`src/rtl/fv_core_dup_sequencer_if.sv`:
```
// Harness-side control and status bundle of the DUP check-set sequencer.
// The master drives the enables and commit lanes; the slave (sequencer) returns phase and counts.
interface fv_core_dup_sequencer_if #(
    parameter int unsigned MAX_COMMIT = 2,
    parameter int unsigned CNT_W      = 10
);
    logic                  dup_enable;
    logic                  cf_enable;
    logic                  one_set;
    logic                  abort;
    logic [MAX_COMMIT-1:0] commit;
    logic [MAX_COMMIT-1:0] commit_is_sync;
    logic [2:0]            dup_phase;
    logic [CNT_W-1:0]      orig_count;
    logic [CNT_W-1:0]      dup_count;
    logic                  dup_sync_ready;
    logic                  dup_done;
    logic                  seq_error;

    modport master (
        output dup_enable, cf_enable, one_set, abort, commit, commit_is_sync,
        input  dup_phase, orig_count, dup_count, dup_sync_ready, dup_done, seq_error
    );

    modport slave (
        input  dup_enable, cf_enable, one_set, abort, commit, commit_is_sync,
        output dup_phase, orig_count, dup_count, dup_sync_ready, dup_done, seq_error
    );
endinterface

```
`src/rtl/fv_core_dup_sequencer.sv`:
```
// Sequences one duplicate-execution check set: count originals up to the sync marker, count the
// same number of duplicates, wait out the RF write latency, then pulse dup_sync_ready.
module fv_core_dup_sequencer #(
    parameter int unsigned MAX_COMMIT  = 2,
    parameter int unsigned CNT_W       = 10,
    parameter int unsigned RF_WR_DELAY = 2,
    parameter int unsigned MAX_SEQ_LEN = 64
) (
    input logic                    clk,
    input logic                    reset,
    fv_core_dup_sequencer_if.slave bus
);
    localparam int unsigned TimerW = 4;
    localparam int unsigned SumW   = CNT_W + 1;
    localparam logic [SumW-1:0] MaxLen = SumW'(MAX_SEQ_LEN);

    typedef enum logic [2:0] {
        StIdle   = 3'd0,
        StOrig   = 3'd1,
        StDup    = 3'd2,
        StWaitRf = 3'd3,
        StSync   = 3'd4,
        StDone   = 3'd5,
        StErr    = 3'd6
    } state_e;

    state_e             state_q, state_d;
    logic [CNT_W-1:0]   orig_count_q, orig_count_d;
    logic [CNT_W-1:0]   dup_count_q, dup_count_d;
    logic [TimerW-1:0]  timer_q, timer_d;
    logic               dup_done_q, dup_done_d;
    logic               seq_error_q, seq_error_d;

    logic               go;
    logic               marker_found;
    logic               extra_marker;
    logic [SumW-1:0]    pre_cnt;
    logic [SumW-1:0]    post_cnt;
    logic [SumW-1:0]    orig_sum;
    logic [SumW-1:0]    dup_sum_orig;
    logic [SumW-1:0]    dup_sum_dup;

    assign go = bus.dup_enable & bus.cf_enable;

    // Lane 0 is oldest: commits before the first marker are originals, after it duplicates.
    always_comb begin
        marker_found = 1'b0;
        extra_marker = 1'b0;
        pre_cnt      = '0;
        post_cnt     = '0;
        for (int i = 0; i < int'(MAX_COMMIT); i++) begin
            if (bus.commit[i]) begin
                if (marker_found) begin
                    post_cnt = post_cnt + SumW'(1);
                    if (bus.commit_is_sync[i]) begin
                        extra_marker = 1'b1;
                    end
                end else if (bus.commit_is_sync[i]) begin
                    marker_found = 1'b1;
                end else begin
                    pre_cnt = pre_cnt + SumW'(1);
                end
            end
        end
    end

    assign orig_sum     = {1'b0, orig_count_q} + pre_cnt;
    assign dup_sum_orig = {1'b0, dup_count_q} + post_cnt;
    assign dup_sum_dup  = {1'b0, dup_count_q} + pre_cnt;

    always_comb begin
        state_d      = state_q;
        orig_count_d = orig_count_q;
        dup_count_d  = dup_count_q;
        timer_d      = timer_q;

        if (!go && (state_q inside {StOrig, StDup, StWaitRf, StSync})) begin
            state_d      = StIdle;
            orig_count_d = '0;
            dup_count_d  = '0;
        end else begin
            case (state_q)
                StIdle: begin
                    if (go) begin
                        state_d      = StOrig;
                        orig_count_d = '0;
                        dup_count_d  = '0;
                    end
                end
                StOrig: begin
                    if (bus.abort) begin
                        orig_count_d = '0;
                        dup_count_d  = '0;
                    end else if (!marker_found) begin
                        if (orig_sum > MaxLen) begin
                            state_d = StErr;
                        end else begin
                            orig_count_d = orig_sum[CNT_W-1:0];
                        end
                    end else if (extra_marker || (orig_sum > MaxLen) ||
                                 (dup_sum_orig > orig_sum)) begin
                        state_d = StErr;
                    end else begin
                        orig_count_d = orig_sum[CNT_W-1:0];
                        dup_count_d  = dup_sum_orig[CNT_W-1:0];
                        state_d      = (dup_sum_orig == orig_sum) ? StWaitRf : StDup;
                    end
                end
                StDup: begin
                    if (bus.abort) begin
                        state_d      = StOrig;
                        orig_count_d = '0;
                        dup_count_d  = '0;
                    end else if (marker_found || (dup_sum_dup > {1'b0, orig_count_q})) begin
                        state_d = StErr;
                    end else begin
                        dup_count_d = dup_sum_dup[CNT_W-1:0];
                        if (dup_sum_dup == {1'b0, orig_count_q}) begin
                            state_d = StWaitRf;
                        end
                    end
                end
                StWaitRf: begin
                    if (timer_q == '0) begin
                        state_d = StSync;
                    end else begin
                        timer_d = timer_q - TimerW'(1);
                    end
                end
                StSync: begin
                    if (bus.one_set) begin
                        state_d = StDone;
                    end else begin
                        state_d      = StOrig;
                        orig_count_d = '0;
                        dup_count_d  = '0;
                    end
                end
                default: ;
            endcase
        end

        if ((state_d == StWaitRf) && (state_q != StWaitRf)) begin
            timer_d = TimerW'(RF_WR_DELAY - 1);
        end

        dup_done_d  = dup_done_q | (state_d == StDone);
        seq_error_d = seq_error_q | (state_d == StErr);
    end

    always_ff @(posedge clk or posedge reset) begin
        if (reset) begin
            state_q      <= StIdle;
            orig_count_q <= '0;
            dup_count_q  <= '0;
            timer_q      <= '0;
            dup_done_q   <= 1'b0;
            seq_error_q  <= 1'b0;
        end else begin
            state_q      <= state_d;
            orig_count_q <= orig_count_d;
            dup_count_q  <= dup_count_d;
            timer_q      <= timer_d;
            dup_done_q   <= dup_done_d;
            seq_error_q  <= seq_error_d;
        end
    end

    assign bus.dup_phase      = state_q;
    assign bus.orig_count     = orig_count_q;
    assign bus.dup_count      = dup_count_q;
    assign bus.dup_sync_ready = (state_q == StSync);
    assign bus.dup_done       = dup_done_q;
    assign bus.seq_error      = seq_error_q;
endmodule
```
`src/flat_wrapper.sv`:
```
// flat-port wrapper written by rule: the top's interface ports become plain ports
module fv_core_dup_sequencer_flat 
#(
    parameter int unsigned MAX_COMMIT  = 2,
    parameter int unsigned CNT_W       = 10,
    parameter int unsigned RF_WR_DELAY = 2,
    parameter int unsigned MAX_SEQ_LEN = 64
)
  (clk, reset, bus_dup_enable, bus_cf_enable, bus_one_set, bus_abort, bus_commit, bus_commit_is_sync, bus_dup_phase, bus_orig_count, bus_dup_count, bus_dup_sync_ready, bus_dup_done, bus_seq_error);
  fv_core_dup_sequencer_if #(.MAX_COMMIT(MAX_COMMIT), .CNT_W(CNT_W)) bus_i ();
  input logic clk;
  input logic reset;
  input wire logic [$bits(bus_i.dup_enable)-1:0] bus_dup_enable;
  input wire logic [$bits(bus_i.cf_enable)-1:0] bus_cf_enable;
  input wire logic [$bits(bus_i.one_set)-1:0] bus_one_set;
  input wire logic [$bits(bus_i.abort)-1:0] bus_abort;
  input wire logic [$bits(bus_i.commit)-1:0] bus_commit;
  input wire logic [$bits(bus_i.commit_is_sync)-1:0] bus_commit_is_sync;
  output wire logic [$bits(bus_i.dup_phase)-1:0] bus_dup_phase;
  output wire logic [$bits(bus_i.orig_count)-1:0] bus_orig_count;
  output wire logic [$bits(bus_i.dup_count)-1:0] bus_dup_count;
  output wire logic [$bits(bus_i.dup_sync_ready)-1:0] bus_dup_sync_ready;
  output wire logic [$bits(bus_i.dup_done)-1:0] bus_dup_done;
  output wire logic [$bits(bus_i.seq_error)-1:0] bus_seq_error;
  assign bus_i.dup_enable = bus_dup_enable;
  assign bus_i.cf_enable = bus_cf_enable;
  assign bus_i.one_set = bus_one_set;
  assign bus_i.abort = bus_abort;
  assign bus_i.commit = bus_commit;
  assign bus_i.commit_is_sync = bus_commit_is_sync;
  assign bus_dup_phase = bus_i.dup_phase;
  assign bus_orig_count = bus_i.orig_count;
  assign bus_dup_count = bus_i.dup_count;
  assign bus_dup_sync_ready = bus_i.dup_sync_ready;
  assign bus_dup_done = bus_i.dup_done;
  assign bus_seq_error = bus_i.seq_error;
  fv_core_dup_sequencer #(.MAX_COMMIT(MAX_COMMIT), .CNT_W(CNT_W), .RF_WR_DELAY(RF_WR_DELAY), .MAX_SEQ_LEN(MAX_SEQ_LEN)) u_core (.clk(clk), .reset(reset), .bus(bus_i));
endmodule
```
`config.mk`:
```
export PLATFORM = sky130hd
export DESIGN_NAME = fv_core_dup_sequencer_flat
export DESIGN_NICKNAME = d
export VERILOG_FILES = /design/src/rtl/fv_core_dup_sequencer_if.sv /design/src/rtl/fv_core_dup_sequencer.sv /design/src/flat_wrapper.sv
export SDC_FILE = /design/constraint.sdc
export NUM_CORES = 1
export LEC_CHECK = 0
export ABC_AREA = 1
export CORE_MARGIN = 2
export CORE_UTILIZATION = 50
export DETAILED_ROUTE_END_ITERATION = 12
export GPL_TIMING_DRIVEN = 0
export PLACE_DENSITY = 0.81
export SYNTH_ARGS = -nofsm -noshare
export SYNTH_HDL_FRONTEND = slang
export SYNTH_SLANG_ARGS = --single-unit
```
`constraint.sdc`:
```
create_clock -name clk -period 3.6 [get_ports clk]
set_input_delay 0.72 -clock clk [delete_from_list [all_inputs] [get_ports clk]]
set_output_delay 0.72 -clock clk [all_outputs]
set_load 0.03 [all_outputs]
```
Word level (Yosys, flattened, before mapping)
Cells that the tools add are included.
- output and inout port bits: 26
- bits in registers: 29
- bits of input ports: 10
- word-level logic and storage cells: 98
- magnitude comparators: 3
- mux-type cells: 47
- equality and inequality tests: 20
- reductions and logical operators: 14
- bitwise operators: 3
- add/sub/neg operators: 5
- operator list (operator ; count):
    $mux W10 ; 14
    $pmux W10 S4 ; 2
    $mux W11 ; 5
    $add A10 B11 Y11 ; 3
    $mux W3 ; 11
    $mux W4 ; 4
    $pmux W3 S5 ; 1
    $reduce_and A6 Y1 ; 2
    $add A11 B1 Y11 const B ; 1
    $eq A11 B10 Y1 ; 1
    $eq A11 B11 Y1 ; 1
    $gt A11 B10 Y1 ; 1
    $gt A11 B11 Y1 ; 1
    $gt A11 B7 Y1 const B ; 1
    $mux W1 ; 10
    $eq A3 B2 Y1 const B ; 3
    $eq A3 B3 Y1 const B ; 3
    $ne A4 B4 Y1 const B ; 2
    $ne A3 B2 Y1 const B ; 2
    $ne A5 B4 Y1 const B ; 1
    $ne A5 B5 Y1 const B ; 1
    $reduce_bool A5 Y1 ; 1
    $logic_not A4 Y1 ; 1
    $ne A2 B2 Y1 const B ; 2
    other kinds (14) ; 18

Logic depth before layout (Yosys ltp)
Gate-level depths: netlist of run 1.
- depth in word-level cells: 19
- gate-level depth with buffers: 28
- mapped depth without buffers: 28

Worst setup path before layout of run 1
OpenSTA, ideal clock, no wires.
- path type: input port to flip-flop
- start point: input bus_commit[0]
- end point: register u_core.timer_q[1]
- stages on the path: 25
- setup time: 0.121 ns
- data required time: 3.479 ns
- path slack: -0.207 ns
- arrival time: 3.686 ns
- path buffers: 0
- path through: inv_1 nor2_1 ha_1 nand3_1 nand2_1 ha_1 inv_1 fa_1 nor2_1 a21oi_1 a31oi_1 ha_1 a21oi_1 o21a_1 a21boi_0 o21bai_1 nand2_1 nand2_1 nand3_1 a21oi_1 nand2_1 nand2_2 nand2_2 nor2_4 nor2_1
- word-level cells in the longest chain between the ends: 18
- elaborated cells between the ends (all ways): 40
- those cells by class: 4 x add/sub; 3 x order compare; 5 x eq/ne; 22 x mux; 6 x reduce/logical
- RTL lines (element ; RTL line ; source):
    start, declared ; flat_wrapper.sv:17 ; input wire logic [$bits(bus_i.commit)-1:0] bus_commit;
    $mux W11 ; fv_core_dup_sequencer.sv:52 ; if (bus.commit[i]) begin
    $add A11 B1 Y11 ; fv_core_dup_sequencer.sv:61 ; pre_cnt = pre_cnt + SumW'(1);
    $mux W11 ; fv_core_dup_sequencer.sv:58 ; end else if (bus.commit_is_sync[i]) begin
    $mux W11 ; fv_core_dup_sequencer.sv:53 ; if (marker_found) begin
    $mux W11 ; fv_core_dup_sequencer.sv:52 ;
    $add A10 B11 Y11 ; fv_core_dup_sequencer.sv:67 ; assign orig_sum = {1'b0, orig_count_q} + pre_cnt;
    $gt A11 B7 Y1 ; fv_core_dup_sequencer.sv:95, fv_core_dup_sequencer.sv:100 ;
    $logic_or A1 B1 Y1 (2 in series) ; fv_core_dup_sequencer.sv:100 ; end else if (extra_marker || (orig_sum > MaxLen) ||
    $mux W3 ; fv_core_dup_sequencer.sv:100 ;
    $mux W3 ; fv_core_dup_sequencer.sv:94 ; end else if (!marker_found) begin
    $mux W3 ; fv_core_dup_sequencer.sv:91 ; if (bus.abort) begin
    $pmux W3 S5 * ; fv_core_dup_sequencer.sv:82 ; case (state_q)
    $mux W3 * ; fv_core_dup_sequencer.sv:77 ; if (!go && (state_q inside {StOrig, StDup, StWaitRf, StSync})) begin
    $eq A3 B2 Y1 * ; fv_core_dup_sequencer.sv:143 ; if ((state_d == StWaitRf) && (state_q != StWaitRf)) begin
    $logic_and A1 B1 Y1 * ; fv_core_dup_sequencer.sv:143 ;
    $ne A2 B2 Y1 (no source line) / $reduce_bool A2 Y1 (equally long branches) ; - ;
    $reduce_and A3 Y1 (no source line) ; - ;
    end signal, assigned ; fv_core_dup_sequencer.sv:163 ; timer_q <= timer_d;
    end, declared ; fv_core_dup_sequencer.sv:30 ; logic [TimerW-1:0] timer_q, timer_d;
Mark *: on every way between the ends. The rest lies on a longest branch, timed or not.
A chain may end at the register's enable or synchronous reset.

Final worst setup path of run 1
- start point: input bus_commit[0]
- end point: register u_core.dup_count_q[0] (netlist: u_core.bus.dup_count[0])
- word-level cells in the longest chain between the ends: 11
- elaborated cells between the ends (all ways): 32
- those cells by class: 4 x add/sub; 3 x order compare; 3 x eq/ne; 18 x mux; 4 x reduce/logical
- RTL lines (element ; RTL line ; source):
    $mux W11 ; fv_core_dup_sequencer.sv:52 ;
    $add A11 B1 Y11 ; fv_core_dup_sequencer.sv:61 ;
    $mux W11 ; fv_core_dup_sequencer.sv:58 ;
    $mux W11 ; fv_core_dup_sequencer.sv:53 ;
    $mux W11 ; fv_core_dup_sequencer.sv:52 ;
    $add A10 B11 Y11 ; fv_core_dup_sequencer.sv:67 ;
    $gt A11 B7 Y1 ; fv_core_dup_sequencer.sv:100 ;
    $logic_or A1 B1 Y1 (2 in series) ; fv_core_dup_sequencer.sv:100 ;
    $ne A4 B4 Y1 (no source line) ; - ;
    $reduce_and A6 Y1 (no source line) ; - ;
    end signal, assigned ; fv_core_dup_sequencer.sv:162 ; dup_count_q <= dup_count_d;
    end, declared ; fv_core_dup_sequencer.sv:29 ; logic [CNT_W-1:0] dup_count_q, dup_count_d;
Several ways; a longest one is shown, not always the timed one. The select of a mux whose other input is x is not followed.

==> out/metrics.csv, run 1 <==
metric,value,unit
dieArea,6579,sq um
area_growth,36.11,%
die_h,81.11,um
power_density,470.8,nW/um^2
drv_cap,0,
skew,0.008925,ns
hpwl,5894,um
viasPerCell,5.535,
dr.pass1.iters,5,
synthCells,427,
grt_pass1_wl,13050,um
cts.sink_count,29,
cts_buffers,5,
async_flop_share,100.0,%
yosysWarnings,0,
drt_iter0_drc,199,
avgSynthCellArea,6.962,sq um
period_minus_slack,3.854,ns
hold_class,register to register,
place_area,3461,sq um
finalWirelength,8676,um
yosysSeqAreaShare,24.41,%
start_kind,input pin,
fmax,259.5,MHz
syn-cell-area,2973,sq um
place_inst,537,
final_nets,526,
crit_end,u_core.bus.dup_count[0],
violations,negative setup slack,
core_area,5816,sq um
max-vdd-ir-drop,0.0004565,V
die_x,81.11,um
setup_viol,28,
final_antenna_net_count,0,
relSlewSlack,17.95,%
route.detailed.drc,0,
regArea,725.7,sq um
clockBufferDepth,2,
rsz0062_at_grt,true,
required,3.78,ns
portBuffers,35,
reg2reg_to,u_core.bus.dup_count[0],
r2r_setup_slack,0.29,ns
grt_pass1_vias,2890,
ctsHtreeMaxLevel,2,
pin_count,36,
grt_max_degree,30,
cts_tree,done,
filler_cell_count,512,
slew_violations,0,
synth_edf_count,0,
rows,28,
cp_max_fo,5,
reg2reg_from,u_core.bus.dup_count[0],
antenna_found_initial,0,
grt-ovfl-total,0,
status,finished with violations,
utilization,69.58,%
cp.arrival,4.03,ns
hold_violations,0,
final_layout_size_suffix_gt1_share,30.88,%
clk_pin_slew,0.07,ns
grt_usage,25.73,%
cp-startpoint,bus_commit[0],
synth-seq-cells,29,
antenna_cells,0,
fin_area,4046,sq um
multi_input_area,2238,sq um
end_kind,register,
tightest_slew,1.229,ns
clkLatencyLatePin,0.29,ns
yosysUniqueCellTypes,41,
synth_fp_nets,464,
vias,3122,
rr_worst_depth,20,
gp_congestion,0.9533,
avgRoutedWirePerCell,15.38,um
finalNonFillerCells,564,
finalCritPeriodShare,107.1,%
initial_core_util,51.12,%
cts_root_buffer,clkbuf_8,
synth_ff_type,dfrtp_1,
leakage,0.001907,uW
post-place-ws,-1.168,ns
layout_setup_ws,-0.2540,ns
crit_type,input pin to register,
==> through the flow <==
stage	TNS [ns]	total power (uW)	hold WS [ns]
6_report	-5.068	1905	0.4740
5_1_grt	-8.447	2018	0.5062
4_1_cts	-2.716	1687	0.4801
3_5_place_dp	-28.45	1320	0.4662
3_3_place_gp	-27.36	1299	0.4497
2_1_floorplan	-0.07260	1092	0.5056
==> final cells by class <==
type	count	area share [%]
Clock buffer	7	2.134
Sequential cell	29	17.93
Timing Repair Buffer	55	13.39
Multi-Input combinational cell	319	55.32
Tap cell	75	2.319
Inverter	72	7.236
Buffer	7	1.670
==> what timing repair did <==
| action | 4_1_cts | 5_1_grt |
|---|---|---|
| cloned | 0 | 2 |
| gates resized for setup | 51 | 53 |
| pin swaps | 36 | 36 |
| buffers inserted | 8 | 11 |
| hold buffers | 0 | 0 |
| endpoints found under the setup margin | 28 | 28 |
| endpoints found under the hold margin | 0 | 0 |
==> report_power, final <==
| part | switching, uW | internal (uW) | leakage [uW] |
|---|---|---|---|
| sequential | 49.9 | 369 | 0.000387 |
| clock | 135 | 152 | 0.0000443 |
| combinational | 730 | 470 | 0.00148 |
==> routing by layer <==
layer	GRT usage, %	vias to the layer above	wire length (um)
met5	0	-	0
met3	4.444	23	319
met2	43.55	90	4399
met4	12.03	0	259
li1	-	1507	-
met1	31.79	1502	3697
==> critical path: stages <==
cell and delay (ns):
buf_12 0.11, inv_12 0.04, nor2_4 0.03, ha_4 0.26
nand3_4 0.07, nand2_4 0.09, ha_4 0.13, inv_2 0.04
fa_2 0.37, or2_4 0.26, nand2_4 0.09, inv_4 0.04
ha_4 0.24, a21oi_1 0.21, o21ai_2 0.09, nand4_1 0.13
a21boi_1 0.09, o21bai_1 0.12, nand2_1 0.10, nand2_2 0.12
a21oi_2 0.07, nor3_2 0.18, nand2_2 0.12, buf_6 0.16
nand2_1 0.06, o21ai_1 0.07
==> cells in the mapped netlist (all sizes together), types with 2 or more instances <==
cell    instances  area, sq um
ha             25        312.8
inv            71        269.0
nand3          37        210.2
nand2         112        480.5
a31oi           2        12.51
fa              2        40.04
o31ai           2        15.01
nor2           49        246.5
xnor2           4        35.03
o21ai          29        167.7
nor3           10        50.05
o21bai          4        30.03
a21oi          12        63.81
a22oi           8        60.06
nand4           4        25.02
buf             7        57.55
xor2           10        95.10
dfrtp          29        725.7
a211oi          2        20.02
==> flip-flops by register name, indices dropped and copies added, names as in the netlist <==
register,count
u_core.bus.dup_count,10
u_core.bus.dup_done,1
u_core.bus.dup_phase,3
u_core.bus.orig_count,10
u_core.bus.seq_error,1
u_core.timer_q,4
==> placed cells by master (no fill, tap or decap), drive strengths merged <==
master and instances:
nand2 112, inv 71, nor2 49, nand3 37, clkdlybuf4s50 31, dfrtp 29, buf 29, o21ai 29
ha 25, a21oi 12, xor2 10, nor3 10, a22oi 8, clkbuf 8, o21bai 4, xnor2 4
nand4 4, fa 2, a211oi 2, a31oi 2, o31ai 2, clkinv 1, a22o 1, o21a 1
a21boi 1, or2 1, o41ai 1, o211ai 1, o22ai 1, dlygate4sd2 1
==> logic make-up (layout without fill, tap and decap cells) <==
logic type | after synthesis | after routing | synth area share (%)
adder cells (fa/ha/maj) | 27 | 27 | 11.87
flip-flops | 29 | 29 | 24.41
AO/OA/AOI/OAI | 65 | 65 | 13.97
XOR/XNOR | 14 | 14 | 4.377
buffers and inverters | 79 | 141 | 11.11
AND/OR/NAND/NOR | 213 | 213 | 34.26
==> worst min path at each step <==
stage | start | endpoint | slack (ns) | depth (start not counted)
floorplan | u_core.timer_q[3] | u_core.timer_q[3] | 0.51 | 2
global placement | u_core.bus.seq_error | u_core.bus.seq_error | 0.45 | 2
detailed placement | u_core.bus.seq_error | u_core.bus.seq_error | 0.47 | 2
CTS | u_core.bus.dup_done | u_core.bus.dup_done | 0.48 | 2
global route | u_core.bus.seq_error | u_core.bus.seq_error | 0.51 | 2
finish | u_core.bus.dup_done | u_core.bus.dup_done | 0.47 | 2
Note: power is estimated with default switching activity, not from simulation.
==> run 2: changes to the inputs <==
RECOVER_POWER = 100   (was unset)
==> run 2 against run 1 <==
Net effect: wire length down 0.69%; clock skew is essentially flat; the flow still finishes with violations (negative setup slack); largest cell class unchanged; critical endpoint unchanged; critical path type unchanged; highest routed layer unchanged; utilization is the same; final area unchanged; die area did not move.
==> out/metrics.csv, run 2 (synthesized netlist as in run 1, its figures left out) <==
metric,value,unit,change
start_kind,input pin,,unchanged
final_layout_size_suffix_gt1_share,30.88,%,unchanged
clk_pin_slew,0.07,ns,about the same
end_kind,register,,unchanged
clkLatencyLatePin,0.29,ns,about the same
final_common_cell,nand2_1,,unchanged
cts_hold_buf,0,,unchanged
vias,3097,,was 3122
seqPwrFrac,22.1,%,was 22.0%
holdWs,0.4684,ns,was 0.4740 ns
post-place-ws,-1.168,ns,unchanged
p_sw_share,47.93,%,was 47.99%
cts_buffers,5,,unchanged
r2r_setup_slack,0.30,ns,was 0.29 ns
final_cell_mix,"76 x nand2_1, 54 x inv_1, 30 x nor2_1",,"was 76 x nand2_1, 54 x inv_1, 31 x clkdlybuf4s50_1"
finalCritPeriodShare,106.8,%,was 107.1%
core_area,5816,sq um,unchanged
fmax,260.2,MHz,was 259.5 MHz
dieArea,6579,sq um,unchanged
avgRoutedWirePerCell,15.28,um,was 15.38 um
clockBufferDepth,2,,unchanged
max-vdd-ir-drop,0.0004438,V,was 0.0004565 V
skew,0.008840,ns,was 0.008925 ns
viasPerCell,5.491,,was 5.535
grt_usage,25.73,%,unchanged
grt-ovfl-total,0,,unchanged
drv_cap,0,,unchanged
cp-startpoint,bus_commit[0],,unchanged
hold_class,register to register,,unchanged
relSlewSlack,18.03,%,was 17.95%
p_int,985.6,uW,was 990.9 uW
rows,28,,unchanged
crit_type,input pin to register,,unchanged
utilization,69.58,%,unchanged
reg2reg_from,u_core.bus.dup_count[0],,unchanged
final_nets,526,,unchanged
layout_setup_ws,-0.2435,ns,was -0.2540 ns
area_growth,36.11,%,unchanged
gp_congestion,0.9533,,unchanged
slew_violations,0,,unchanged
initial_core_util,51.12,%,unchanged
hold_violations,0,,unchanged
dr.pass1.iters,4,,was 5
cts_tree,done,,unchanged
die_x,81.11,um,unchanged
die_h,81.11,um,unchanged
power_density,467.8,nW/um^2,was 470.8 nW/um^2
grt_pass1_vias,2890,,unchanged
p_switching,907.2,uW,was 914.3 uW
combPwrFrac,62.9,%,was 63.0%
reg2reg_to,u_core.bus.dup_count[0],,unchanged
hpwl,5894,um,unchanged
ctsHtreeMaxLevel,2,,unchanged
grt_max_degree,30,,unchanged
power_frac_clock,15.0,%,about the same
drt_iter0_drc,183,,was 199
cp_max_fo,5,,unchanged
cts_root_buffer,clkbuf_8,,unchanged
setup_viol,28,,unchanged
leakage,0.001947,uW,was 0.001907 uW
violations,negative setup slack,,unchanged
final_antenna_net_count,0,,unchanged
hold_path_end,u_core.bus.dup_done,,unchanged
rsz0062_at_grt,true,,unchanged
antenna_found_initial,0,,unchanged
min_delay_path_depth,2,,unchanged
cp.arrival,4.02,ns,was 4.03 ns
tightest_slew,1.228,ns,was 1.229 ns
route.detailed.drc,0,,unchanged
finalWirelength,8616,um,was 8676 um
period_minus_slack,3.844,ns,was 3.854 ns
cts.sink_count,29,,unchanged
rr_worst_depth,20,,unchanged
pin_count,36,,unchanged
antenna_cells,0,,unchanged
portBuffers,35,,unchanged
status,finished with violations,,unchanged
grt_pass1_wl,13050,um,unchanged
hold_start,u_core.bus.dup_done,,unchanged
required,3.78,ns,about the same
## run 2: cell count changes in the layout (fill, tap and decap cells not counted), sizes merged
cell | before | now
clkdlybuf4s50 | 31 | 14
dlygate4sd3 | 0 | 17
## run 2: worst max path at each step
stage / to / slack, ns / cells after the start
floorplan: u_core.timer_q[2] / -0.03 / 25
global placement: u_core.timer_q[1] / -1.12 / 26
detailed placement: u_core.timer_q[2] / -1.17 / 26
CTS: u_core.timer_q[2] / -0.18 / 26
global route: u_core.timer_q[1] / -0.39 / 29
finish: u_core.bus.dup_count[0] / -0.24 / 26
## run 2: what timing repair did
action,in CTS,in global routing
pin swaps,36,36
setup buffers,8,11
gates resized for setup,51,53
endpoints found under the setup margin,28,28
cloned,0,2
## run 2: layout make-up
class	count	area [sq um]
multi-input combinational	319	2238
fill	512	1769
sequential	29	725.7
timing repair buffer	55	541.8
inverter	72	292.8
tap	75	93.84
clock buffer	7	86.33
buffer	7	67.56
## run 2: critical path, stage by stage
cell      delay, ns
buf_12         0.11
inv_12         0.04
nor2_4         0.03
ha_4           0.26
nand3_4        0.07
nand2_4        0.09
ha_4           0.13
inv_2          0.04
fa_2           0.37
or2_4          0.26
nand2_4        0.09
inv_4          0.04
ha_4           0.24
a21oi_1        0.21
o21ai_2        0.09
nand4_1        0.13
a21boi_1       0.09
o21bai_1       0.12
nand2_1        0.10
nand2_2        0.12
a21oi_2        0.07
nor3_2         0.18
nand2_2        0.12
buf_6          0.16
nand2_1        0.06
o21ai_1        0.06
## run 2: per-stage QoR
step,total power [uW],setup TNS [ns],instances,cell area [sq um]
4_1_cts,1687,-2.716,552,3742
6_report,1893,-4.755,564,4046
3_3_place_gp,1299,-27.36,537,3461
5_1_grt,2012,-8.447,564,4046
3_5_place_dp,1320,-28.45,537,3461
2_1_floorplan,1092,-0.07260,427,3017
## run 2: power groups by stage
stage	Sequential (uW)	Combinational (uW)	Clock (uW)
5_1_grt	425	1280	304
2_1_floorplan	455	637	0
4_1_cts	416	985	287
3_5_place_dp	419	900	0
6_report	418	1190	285
3_3_place_gp	420	878	0
## run 2: layer usage
layer,GRT usage (%),vias to the layer above,wire length [um]
met5,0,-,0
met4,12.03,0,246
met3,4.444,23,399
met2,43.55,101,4393
met1,31.79,1464,3576
li1,-,1509,-
